$ cat src/rtl/seg_scan_rx.sv
// seg_scan_rx: glitch-filtered decoder for a multiplexed active-low seven-segment display bus
// Ports: clk/rst (async active-low) clock and reset; i_seg/i_an active-low segment bus and anode strobes;
//        i_clr clears the error flag and frame mask; o_digits/o_dp/o_valid/o_blank per-digit decode results;
//        o_upd/o_upd_idx slot-write pulse and index; o_frame all-slots-written pulse; o_err sticky error.
module seg_scan_rx #(
    parameter int STABLE_CYC = 4
) (
    input  logic        clk,
    input  logic        rst,
    input  logic [7:0]  i_seg,
    input  logic [7:0]  i_an,
    input  logic        i_clr,
    output logic [31:0] o_digits,
    output logic [7:0]  o_dp,
    output logic [7:0]  o_valid,
    output logic [7:0]  o_blank,
    output logic        o_upd,
    output logic [2:0]  o_upd_idx,
    output logic        o_frame,
    output logic        o_err
);
    localparam logic [7:0] STAB = 8'(STABLE_CYC);
    typedef enum logic {TRACK, HOLD} state_t;
    state_t      state_q, state_d;
    logic [15:0] sync_q, sync_d, samp_q, samp_d;
    logic [7:0]  cnt_q, cnt_d, mask_q, mask_d, dp_q, dp_d, valid_q, valid_d, blank_q, blank_d;
    logic [31:0] digits_q, digits_d;
    logic        upd_q, upd_d, frame_q, frame_d, err_q, err_d;
    logic [2:0]  idx_q, idx_d, idx;
    logic        changed, accept, one_hot, legal, wr, err_set;
    logic [7:0]  sel, mask_n;
    logic [6:0]  seg7;
    logic [3:0]  nib;

    // {legal, nibble}; anything that is not a hex glyph decodes to nibble 0
    function automatic logic [4:0] decode(input logic [6:0] s);
        case (s)
            7'b1111110: decode = 5'h10;
            7'b0110000: decode = 5'h11;
            7'b1101101: decode = 5'h12;
            7'b1111001: decode = 5'h13;
            7'b0110011: decode = 5'h14;
            7'b1011011: decode = 5'h15;
            7'b1011111: decode = 5'h16;
            7'b1110000: decode = 5'h17;
            7'b1111111: decode = 5'h18;
            7'b1111011: decode = 5'h19;
            7'b1110111: decode = 5'h1A;
            7'b0011111: decode = 5'h1B;
            7'b1001110: decode = 5'h1C;
            7'b0111101: decode = 5'h1D;
            7'b1001111: decode = 5'h1E;
            7'b1000111: decode = 5'h1F;
            default:    decode = 5'h00;
        endcase
    endfunction

    always_comb begin
        sync_d   = {~i_an, ~i_seg};
        samp_d   = sync_q;
        // comparing the incoming sample against the held one saves a cycle of filter latency
        changed  = samp_d != samp_q;
        accept   = !changed && state_q == TRACK && cnt_q == STAB - 8'd1;
        cnt_d    = changed ? 8'd0 : (cnt_q == STAB ? cnt_q : cnt_q + 8'd1);
        state_d  = changed ? TRACK : (accept ? HOLD : state_q);
        sel      = samp_q[15:8];
        seg7     = samp_q[7:1];
        {legal, nib} = decode(seg7);
        one_hot  = sel != 8'd0 && (sel & (sel - 8'd1)) == 8'd0;
        idx      = 3'd0;
        for (int i = 0; i < 8; i++) if (sel[i]) idx = 3'(i);
        wr       = accept && one_hot;
        err_set  = accept && (one_hot ? (!legal && seg7 != 7'd0) : sel != 8'd0);
        digits_d = digits_q;
        dp_d     = dp_q;
        valid_d  = valid_q;
        blank_d  = blank_q;
        if (wr) begin
            digits_d[{idx, 2'b00} +: 4] = nib;
            dp_d[idx]    = samp_q[0];
            valid_d[idx] = legal;
            blank_d[idx] = seg7 == 7'd0;
        end
        mask_n   = mask_q | (wr ? 8'd1 << idx : 8'd0);
        frame_d  = !i_clr && mask_n == 8'hFF;
        // a clear keeps only the slot written on the same edge
        mask_d   = i_clr ? (wr ? 8'd1 << idx : 8'd0) : (frame_d ? 8'd0 : mask_n);
        err_d    = !i_clr && (err_q || err_set);
        upd_d    = wr;
        idx_d    = wr ? idx : idx_q;
    end

    always_ff @(posedge clk or negedge rst) begin
        if (!rst) begin
            state_q  <= TRACK;
            sync_q   <= '0;
            samp_q   <= '0;
            cnt_q    <= '0;
            mask_q   <= '0;
            digits_q <= '0;
            dp_q     <= '0;
            valid_q  <= '0;
            blank_q  <= 8'hFF;
            upd_q    <= 1'b0;
            idx_q    <= '0;
            frame_q  <= 1'b0;
            err_q    <= 1'b0;
        end else begin
            state_q  <= state_d;
            sync_q   <= sync_d;
            samp_q   <= samp_d;
            cnt_q    <= cnt_d;
            mask_q   <= mask_d;
            digits_q <= digits_d;
            dp_q     <= dp_d;
            valid_q  <= valid_d;
            blank_q  <= blank_d;
            upd_q    <= upd_d;
            idx_q    <= idx_d;
            frame_q  <= frame_d;
            err_q    <= err_d;
        end
    end

    assign o_digits  = digits_q;
    assign o_dp      = dp_q;
    assign o_valid   = valid_q;
    assign o_blank   = blank_q;
    assign o_upd     = upd_q;
    assign o_upd_idx = idx_q;
    assign o_frame   = frame_q;
    assign o_err     = err_q;
endmodule

$ cat config.mk
export PLATFORM = sky130hd
export DESIGN_NAME = seg_scan_rx
export DESIGN_NICKNAME = d
export VERILOG_FILES = /design/src/rtl/seg_scan_rx.sv
export SDC_FILE = /design/constraint.sdc
export NUM_CORES = 1
export LEC_CHECK = 0
export BUFFER_PORTS_ARGS = -buffer_cell sky130_fd_sc_hd__buf_2
export CORE_ASPECT_RATIO = 0.7
export CORE_UTILIZATION = 55
export DETAILED_ROUTE_END_ITERATION = 6
export HOLD_SLACK_MARGIN = 0.1
export PLACE_DENSITY = 0.78
export SLEW_MARGIN = 20
export SYNTH_ARGS = -nofsm -noshare
export SYNTH_HDL_FRONTEND = slang
export SYNTH_SLANG_ARGS = --single-unit
$ cat constraint.sdc
create_clock -name clk -period 8.5 [get_ports clk]
set_input_delay 2.55 -clock clk [delete_from_list [all_inputs] [get_ports clk]]
set_output_delay 2.55 -clock clk [all_outputs]
set_load 0.1 [all_outputs]
Word-level counts from Yosys, hierarchy flattened
Index checks and enable logic that the tools add are counted.
{"block": "word_totals", "reg_bits": 111, "in_bits": 19, "out_inout_bits": 62, "elab_cells": 87}
{"block": "op_classes", "n_addsub": 3, "magnitude_cmp": 2, "eq_ne": 21, "shift": 3, "n_mux": 22, "n_bitwise": 5, "reduce_logical": 18}
{"cell": "7-bit equality test (second input constant)", "n": 12}
{"cell": "5-bit one-hot mux with 16 select lines", "n": 1}
{"cell": "8-bit two-way mux", "n": 5}
{"cell": "32-bit bitwise mux", "n": 1}
{"cell": "4-bit by 7-bit variable shift with 32-bit output (first input constant)", "n": 1}
{"cell": "4-bit by 7-bit variable part select with 32-bit output", "n": 1}
{"cell": "8-bit bitwise mux", "n": 3}
{"cell": "7-bit by 6-bit equality test with 1-bit output (second input constant)", "n": 3}
{"cell": "3-bit two-way mux", "n": 6}
{"cell": "16-bit inequality test", "n": 1}
{"cell": "8-bit NOT", "n": 2}
{"cell": "1-bit logical AND", "n": 9}
{"cell": "8-bit by 1-bit adder with 8-bit output (second input constant)", "n": 1}
{"cell": "8-bit AND", "n": 1}
{"cell": "8-bit by 2-bit equality test with 1-bit output (second input constant)", "n": 1}
{"cell": "8-bit by 3-bit equality test with 1-bit output (second input constant)", "n": 1}
{"cell": "8-bit equality test (second input constant)", "n": 1}
{"cell": "8-bit logical NOT", "n": 1}
{"cell": "8-bit bitwise OR", "n": 1}
{"cell": "8-bit nonzero test", "n": 1}
{"cell": "1-bit by 3-bit left shift with 8-bit output (first input constant)", "n": 1}
{"cell": "8-bit by 1-bit subtractor with 8-bit output (second input constant)", "n": 1}
{"cell": "7-bit by 5-bit equality test with 1-bit output (second input constant)", "n": 1}
{"cell": "7-bit logical NOT", "n": 1}
{"cell": "other kinds (11)", "n": 17}

Logic depth before layout (Yosys ltp)
Gate-level depths: netlist of the first run.
{"block": "logic_depth", "ltp_word": 14, "mapped_depth": 11}

Worst setup path before layout of the first run
OpenSTA, ideal clock, no wires.
{"block": "synth_path", "path_type": "register to output", "start": "register err_q (netlist: o_err)", "end": "output o_err", "t_arrival_ns": 0.898, "t_required_ns": 5.950, "slack_ns": 5.052, "stages_incl_launch_ff": 1, "cell_sequence": "dfrtp_1"}
{"item": "start, declared", "line": "28", "rtl": "logic upd_q, upd_d, frame_q, frame_d, err_q, err_d;"}
{"item": "start signal, assigned", "line": "121", "rtl": "err_q <= err_d;"}
{"item": "end, declared", "line": "20", "rtl": "output logic o_err"}
No word-level cell between the ends.

Final worst setup path of the first run
{"block": "layout_path", "start": "register blank_q[0] (netlist: o_blank[0])", "end": "output o_blank[0]"}
{"item": "start, declared", "line": "26", "rtl": "logic [7:0] cnt_q, cnt_d, mask_q, mask_d, dp_q, dp_d, valid_q, valid_d, blank_q, blank_d;"}
{"item": "start signal, assigned", "line": "117", "rtl": "blank_q <= blank_d;"}
{"item": "end, declared", "line": "16", "rtl": "output logic [7:0] o_blank,"}
No word-level cell between the ends.

==> metrics.csv, run 1 <==
stage,metric,value,unit
critical_path,R2R Path End,o_digits[6],
flow_run,max cap viols,0,
logic_synthesis,Synth Area in XOR/XNOR,3.90,%
critical_path,crit path buf inv count,1,
layout,antenna cells,0,
die,IO Count,81,
layout,"commonest non-fill, non-tap cell in the layout",dfrtp_1,
critical_path,CP arrival,1330,ps
power_and_ir_drop,Pwr Density,175,nW/um^2
route,DRC violations left,0,
placement,Port Buffers,80,
logic_synthesis,#FFs+latches synth,111,
global_route,initial antenna violation count,0,
logic_synthesis,Mapped Cells,456,
sta,Max Clk Rate,0.257,GHz
cts,cts hold-fix bufs,0,
placement,Place WS,4640,ps
die,Rows,29,
critical_path,crit path capture type,primary output,
global_route,vias in the first global route,3714,
cts,post-CTS setup buffer count,0,
min_path,hold path startpoint,samp_d[2],
cts,CTS tree,done,
critical_path,Register-to-Register Path Depth,8,
global_route,global-route wire length before repair,19.1,mm
critical_path,Crit Path Class,reg -> out,
critical_path,CP max stage delay,530,ps
layout,area growth from synthesis to layout,15.7,%
power_and_ir_drop,P_leak,2.95,nW
layout,nets,559,
logic_synthesis,mux contribution to synthesized area,11.1,%
die,die area,9800,sq um
critical_path,worst path cell trace,buf_2,
sta,setup ws final,4620,ps
logic_synthesis,post-synth top area share,49.8,%
sta,Final Hold Vio Count,0,
global_route,GR peak layer,met2,
route,initial DRC count,282,
layout,layout cells sized above 1,31.7,%
sta,Hold WS,397,ps
logic_synthesis,syn nets,483,
layout,register area,2790,sq um
run_status,outcome,completed,
logic_synthesis,Compound-Gate Fraction of Synth Area,6.61,%
sta,Final TNS setup,0,ps
critical_path,CP required,5950,ps
cts,PostCTS Resize Cnt,0,
logic_synthesis,sequential area share after synthesis,53.9,%
route,via count,3732,
logic_synthesis,top_reg_cell synth,dfrtp_1,
critical_path,Startpoint Class,flop,
route,Vias/cell,5.65,
route,routed len/inst,17.3,um
sta,Final period util,45.7,%
logic_synthesis,Synth area leaders,"dfrtp_1 50%, mux2_2 8.5%, dfstp_2 4.1%",
route,Final ANT Viol Nets,0,
sta,relative slew slack,50.5,%
layout,multi-input logic area,2190,sq um
logic_synthesis,asr flop ratio synth,100,%
min_path,Hold Path Sink,samp_q[2],
sta,Clock Skews,6.50,ps
sta,RSZ-0062 raised after global routing,false,
placement,hpwl dp,8.22,mm
die,Starting Density,56.8,%
die,Die Wd,118,um
global_route,GRT Residual Overflow,0,
cts,H-Tree Depth,3,
layout,Fillers,694,
critical_path,Crit path max-delay family,flip-flops,
critical_path,Worst path slowest cell,dfstp_2,
logic_synthesis,post-synth top area cell,dfrtp_1,
logic_synthesis,Synth warnings,0,
cts,Worst-Skew Late Latency,350,ps
sta,post-route minimum period,3880,ps
cts,CTS max path bufs,2,
placement,gpl congestion,0.815,
logic_synthesis,Post-Synth Adder-Cell Area,1.94,%
route,drt total wl,11.4,mm
critical_path,worst reg-to-reg setup slack,4970,ps
logic_synthesis,syn avg cell area,11.3,sq um
power_and_ir_drop,Peak VDD IR,0.000147,V
cts,CTS Buf Count,9,
route,TritonRoute pass-1 iters,4,
cts,clock slew at reported path FFs,70,ps
sta,final setup violation count,0,
min_path,hold path cells,0,
logic_synthesis,Unique masters post-synth,65,
sta,worst slew pin tran,742,ps
cts,root buf cell,clkbuf_16,
sta,Slew Limit Fails,0,
global_route,Global Route met2 Usage,38.2,%
die,Die Height,83.1,um
global_route,GRT Total Usage,25.0,%
logic_synthesis,Post-Synth Simple-Gate Area,18.8,%
cts,CTS sink cnt,111,
global_route,M3 GR Usage,6.04,%
logic_synthesis,Synth Cell Area,5170,sq um
die,CORE AREA,9110,sq um
min_path,Hold Crit Class,reg -> reg,
critical_path,"critical path fanouts, max",2,
critical_path,r2r startpoint,samp_q[5],
global_route,met1 usage,35.7,%
logic_synthesis,number of synthesized flops with an enable pin,0,
layout,"commonest non-fill, non-tap cells in the layout","103 x dfrtp_1, 79 x buf_2, 39 x mux2_2",
global_route,largest net degree at the start of global routing,63,
logic_synthesis,main combinational cell family by area after synthesis,simple AND/OR/NAND/NOR gates,
[worst register-to-register path, cell delays in order, from the launching register on]
cell	delay, ps
dfrtp_1	540
xor2_1	230
nor4_1	340
nand4_1	610
nor4_4	430
buf_4	350
nor3b_2	280
and2_1	270
mux2_1	370
[final cells by class]
type	count	share of cell area [%]
Timing Repair Buffer	84	7.23
Sequential cell	111	46.6
Tap cell	124	2.59
Multi-Input combinational cell	299	36.6
Clock inverter	3	0.794
Inverter	27	1.69
Clock buffer	13	4.52
[metal layers]
layer	wire [um]	up-vias	share of wire, %
li1	-	1734	-
met1	5360	1838	47
met2	5200	144	45
met3	725	16	6.3
met4	137	0	1.2
met5	0	-	0
[per-stage QoR]
stage	utilization (%)	power, mW	instance area, sq um	std cells
4_1_cts	65.7	1.05	5980	661
5_1_grt	65.7	1.08	5980	661
6_report	65.7	1.05	5980	661
2_1_floorplan	-	0.588	5170	456
3_3_place_gp	62.2	0.610	5670	645
3_5_place_dp	62.2	0.614	5670	645
[flip-flops by register name, summed over array words and instances, names as in the netlist]
signal / flops
state_q: 1
samp_d: 16
o_dp: 8
o_frame: 1
o_upd_idx: 3
o_err: 1
cnt_q: 8
o_blank: 8
mask_q: 8
o_upd: 1
o_digits: 32
samp_q: 16
o_valid: 8
[worst max path at each step]
stage	start	cells past startpoint	endpoint	slack (ps)
3_5_place_dp	rst	2	o_valid[4]	4640
5_1_grt	o_blank[0]	1	o_blank[0]	4590
3_3_place_gp	rst	2	o_valid[2]	4700
6_report	o_blank[0]	1	o_blank[0]	4620
2_1_floorplan	o_err	0	o_err	5050
4_1_cts	o_blank[0]	1	o_blank[0]	4610
[cell families (layout without fill, tap and decap cells)]
group | Yosys count | after routing
fa+ha+maj | 8 | 8
flops | 111 | 111
mux | 51 | 51
buf+inv | 46 | 127
xor+xnor | 23 | 23
compound gates | 54 | 54
simple gates | 163 | 163
[synthesized netlist by cell type (3+ instances only)]
master / n
ha_1: 8
nand2_1: 33
mux2_1: 10
and2_1: 7
dfstp_2: 8
nand2b_1: 3
dfrtp_1: 103
nand3_1: 16
o21ai_0: 13
clkbuf_1: 11
nor3b_1: 5
xor2_1: 22
nor2b_1: 4
nor3_1: 12
buf_2: 4
a21oi_1: 18
a31oi_1: 3
inv_1: 25
nor4_1: 8
mux2_2: 39
nand4_1: 4
and3b_1: 3
nand4b_2: 3
nor2_1: 37
[power breakdown]
group	switching (mW)	leakage (nW)	internal (mW)
clock network	0.189	0.157	0.255
registers	0.0146	1.45	0.536
logic	0.0360	1.35	0.0177
total	0.239	2.95	0.809
Power figures use the tool's default switching activity.
==> run 2, diff against run 1 <==
- CORE_UTILIZATION: 55 -> 51
- PLACE_DENSITY: 0.78 -> 0.76
- clock period: 8.5 -> 3.2 ns (I/O delays scaled with it)
==> run 2 against run 1 <==
Against the previous run: core utilization down 3.4 points; highest routed layer unchanged; sequential power rose to 2.6 times the previous value; largest cell class unchanged; worst hold slack gained 5.7 ps; global-route usage shrank 1.7 points.
==> metrics.csv, run 2 (synthesis results as in run 1) <==
stage,metric,value,unit
cts,post-CTS setup buffer count,0,
layout,layout cells sized above 1,33.5,%
route,routed len/inst,16.7,um
cts,CTS max path bufs,2,
sta,Max Clk Rate,0.334,GHz
flow_run,max cap viols,0,
sta,relative slew slack,60.8,%
sta,Slew Limit Fails,0,
cts,CTS sink cnt,111,
sta,Final Hold Vio Count,0,
route,TritonRoute pass-1 iters,5,
sta,Hold WS,403,ps
cts,root buf cell,clkbuf_16,
cts,PostCTS Resize Cnt,0,
critical_path,Startpoint Class,flop,
critical_path,CP required,3430,ps
layout,"commonest non-fill, non-tap cell in the layout",dfrtp_1,
layout,nets,571,
global_route,largest net degree at the start of global routing,86,
die,Die Wd,122,um
layout,Largest register FFs,32,
sta,Final period util,93.6,%
power_and_ir_drop,total power,2.68,mW
die,Rows,30,
layout,area growth from synthesis to layout,17.5,%
placement,Port Buffers,80,
critical_path,crit path capture type,flop,
cts,CTS tree,done,
route,drt total wl,11.3,mm
route,Final ANT Viol Nets,0,
layout,"commonest non-fill, non-tap cells in the layout","103 x dfrtp_1, 79 x buf_2, 39 x mux2_2",
cts,Worst-Skew Late Latency,340,ps
min_path,Hold Crit Class,reg -> reg,
sta,worst slew pin tran,582,ps
route,via count,3721,
power_and_ir_drop,P_leak,2.99,nW
placement,gpl congestion,0.912,
route,DRC violations left,0,
cts,H-Tree Depth,3,
layout,antenna cells,0,
layout,Fillers,785,
die,Starting Density,53.0,%
placement,hpwl dp,8.10,mm
global_route,global-route wire length before repair,18.8,mm
power_and_ir_drop,Peak VDD IR,0.000320,V
sta,Clock Skews,5.11,ps
sta,RSZ-0062 raised after global routing,false,
global_route,GRT Residual Overflow,0,
global_route,vias in the first global route,3721,
critical_path,"critical path fanouts, max",26,
route,initial DRC count,321,
cts,clock slew at reported path FFs,70,ps
cts,cts hold-fix bufs,0,
run_status,outcome,completed,
layout,final core utilization,62.3,%
die,die area,10600,sq um
cts,CTS Buf Count,9,
critical_path,Crit Path Class,reg -> reg,
placement,Cell Count Post-Placement,661,
global_route,initial antenna violation count,0,
sta,final setup violation count,0,
route,Vias/cell,5.50,
global_route,GRT Total Usage,23.3,%
sta,Final TNS setup,0,ps
power_and_ir_drop,Pwr Density,441,nW/um^2
die,CORE AREA,9760,sq um
die,IO Count,81,
sta,post-route minimum period,2990,ps
die,Die Height,86.3,um
layout,Non-Filler Instances,677,
critical_path,CP arrival,3220,ps
==> run 2: cell count changes in the layout (fill, tap and decap cells not counted) <==
cell	delta
buf_4	+10
clkbuf_8	-3
buf_12	+2
clkinv_4	+2
clkinvlp_4	+2
inv_8	+2
bufinv_16	-1
clkbuf_1	-1
inv_6	-1
nor2_1	-1
nor2_2	+1
==> run 2: where the power goes <==
group	switching, mW	internal, mW
logic	0.113	0.0575
clock network	0.522	0.544
registers	0.0226	1.42
total	0.658	2.02
==> run 2: routing by layer <==
metal	track usage [%]	wire length (um)	vias to the layer above
li1	-	-	1758
met1	34.2	5440	1812
met2	34.2	4940	139
met3	6.38	810	12
met4	5.65	106	0
met5	0	0	-
==> run 2: final cells by class <==
| cell class | instances | area (sq um) | area share (%) |
|---|---|---|---|
| Tap cell | 128 | 160 | 2.63 |
| Inverter | 27 | 101 | 1.67 |
| Clock inverter | 7 | 63.8 | 1.05 |
| Sequential cell | 111 | 2790 | 45.9 |
| Timing Repair Buffer | 96 | 548 | 9.02 |
| Multi-Input combinational cell | 299 | 2190 | 36.1 |
| Clock buffer | 9 | 225 | 3.71 |
==> run 2: worst max-delay path: stages, from the launching register on <==
cell and delay (ps):
dfrtp_1 440, or4_1 590, nor4b_2 360, nand2b_1 160, nor4_4 210, buf_12 210, nor3b_2 220, and2_1 310
mux2_1 360
==> run 2: stage by stage <==
step	cell area, sq um	setup WS [ps]
2_1_floorplan	5170	267
3_3_place_gp	5790	230
3_5_place_dp	5790	68.5
4_1_cts	6080	81.1
5_1_grt	6080	1.51
6_report	6080	206
==> run 2: final timing paths <==
kind                           start            to  slack (ps)  depth (start not counted)
setup / recovery            cnt_q[4]  o_digits[14]         210                          8
min in group asynchronous        rst  o_digits[30]         520                          1
max in group asynchronous        rst    o_blank[1]        1880                          2
hold reg to reg            samp_d[6]     samp_q[6]         400                          0
hold / removal             samp_d[6]     samp_q[6]         400                          0
setup reg to reg            cnt_q[4]  o_digits[14]         210                          8
==> run 3, diff against run 2 <==
- CELL_PAD_IN_SITES_DETAIL_PLACEMENT: unset -> 0
- CELL_PAD_IN_SITES_GLOBAL_PLACEMENT: unset -> 1
- CORE_UTILIZATION: 51 -> 40
- PLACE_DENSITY: 0.76 -> unset
- PLACE_DENSITY_LB_ADDON: unset -> 0.1
==> run 3 against run 2 <==
Against the previous run: core utilization decreased by 13 points; global-route usage shrank 4.8 points; clock-buffer cell count is 1 higher; final area up 0.97%; fmax increased by 2.7%; largest power group unchanged.
==> metrics.csv, run 3 (synthesis results as in run 1) <==
stage,metric,value,unit
cts,root buf cell,clkbuf_16,
cts,CTS Buf Count,9,
sta,post-route minimum period,2910,ps
critical_path,Worst path slowest cell,dfrtp_1,
flow_run,max cap viols,0,
cts,CTS sink cnt,111,
die,Rows,34,
sta,Final TNS setup,0,ps
sta,Hold WS,392,ps
global_route,GRT Total Usage,18.5,%
layout,"commonest non-fill, non-tap cells in the layout","103 x dfrtp_1, 79 x buf_2, 39 x mux2_2",
sta,relative slew slack,56.2,%
route,routed len/inst,16.0,um
layout,design area,6140,sq um
power_and_ir_drop,switching power,662,uW
global_route,initial antenna violation count,0,
route,Final ANT Viol Nets,0,
cts,PostCTS Resize Cnt,0,
placement,Cell Count Post-Placement,698,
route,DRC violations left,0,
cts,CTS tree,done,
critical_path,CP arrival,3150,ps
layout,area growth from synthesis to layout,18.7,%
placement,gpl congestion,0.818,
sta,worst slew pin tran,650,ps
placement,Post-DP Area,5840,sq um
power_and_ir_drop,Pwr Density,441,nW/um^2
cts,post-CTS setup buffer count,0,
power_and_ir_drop,combinational power share,6.3,%
global_route,GRT Residual Overflow,0,
placement,Port Buffers,80,
sta,setup ws final,285,ps
critical_path,Crit Path Class,reg -> reg,
sta,Final period util,91.1,%
cts,CTS max path bufs,2,
layout,Largest register FFs,32,
sta,RSZ-0062 raised after global routing,false,
critical_path,CP max stage delay,460,ps
cts,Worst-Skew Late Latency,350,ps
route,initial DRC count,136,
global_route,global-route wire length before repair,19.1,mm
power_and_ir_drop,Internal Power,2.04,mW
route,TritonRoute pass-1 iters,4,
global_route,vias in the first global route,3572,
layout,Non-Filler Instances,715,
sta,Slew Limit Fails,0,
die,die area,13400,sq um
layout,"commonest non-fill, non-tap cell in the layout",dfrtp_1,
sta,final setup violation count,0,
placement,Place WS,108,ps
layout,nets,575,
route,Vias/cell,5.09,
critical_path,"critical path fanouts, max",8,
die,IO Count,81,
power_and_ir_drop,total power,2.70,mW
cts,cts hold-fix bufs,0,
power_and_ir_drop,P_leak,3.02,nW
critical_path,crit path buf inv count,1,
die,Starting Density,41.3,%
critical_path,cell mode on critical path,a21oi_1,
placement,hpwl dp,8.55,mm
layout,final core utilization,49.1,%
die,Die Height,97.1,um
power_and_ir_drop,Reg power frac,53.4,%
power_and_ir_drop,Net Sw Frac,24.5,%
die,Die Wd,138,um
critical_path,Crit path max-delay family,compound AO/OA/AOI/OAI gates,
sta,Max Clk Rate,0.343,GHz
layout,layout cells sized above 1,33.8,%
cts,clock slew at reported path FFs,70,ps
critical_path,Startpoint Class,flop,
cts,H-Tree Depth,3,
power_and_ir_drop,Peak VDD IR,0.000223,V
route,via count,3637,
min_path,Hold Crit Class,reg -> reg,
global_route,largest net degree at the start of global routing,51,
die,CORE AREA,12500,sq um
power_and_ir_drop,clock power share,40.3,%
run_status,outcome,completed,
critical_path,worst path cell trace,nor2b_1 -> o21bai_1 -> a21oi_1 -> nor2_1 -> ha_1 -> nand3_1 -> a2111oi_0 -> o22ai_1 -> nor4_4 -> buf_4 -> a21oi_1,
sta,Clock Skews,8.80,ps
route,drt total wl,11.4,mm
sta,Final Hold Vio Count,0,
critical_path,crit path capture type,flop,
critical_path,CP required,3430,ps
layout,antenna cells,0,
run 3: routing by layer:
layer	up-vias	part of all wire, %	track usage, %
met5	-	0	0
met4	0	1.3	5.02
met3	15	3.9	4.33
met2	89	43	25.9
met1	1763	51	28.4
li1	1770	-	-
run 3: final cells by class:
class / count / area (sq um)
Fill cell: 1168 / 6370
Sequential cell: 111 / 2790
Multi-Input combinational cell: 299 / 2190
Timing Repair Buffer: 100 / 566
Clock buffer: 10 / 239
Tap cell: 162 / 203
Inverter: 27 / 101
Clock inverter: 6 / 51.3
run 3: final timing paths:
kind / to / cells past startpoint / from / slack, ps
worst max-delay path: mask_q[5] / 11 / samp_q[9] / 290
worst min-delay path: samp_q[3] / 0 / samp_d[3] / 390
worst max register to register: mask_q[5] / 11 / samp_q[9] / 290
worst min register to register: samp_q[3] / 0 / samp_d[3] / 390
max in group asynchronous: o_blank[6] / 2 / rst / 1910
min in group asynchronous: o_digits[30] / 1 / rst / 570
run 3: power by group through the flow:
stage                     registers [mW]  logic [mW]  clock network (mW)
after floorplan                     1.46      0.0968                   0
after global placement              1.47       0.171                   0
after detailed placement            1.47       0.174                   0
after CTS                           1.44       0.175                1.13
after global routing                1.45       0.194                1.19
final                               1.44       0.171                1.09
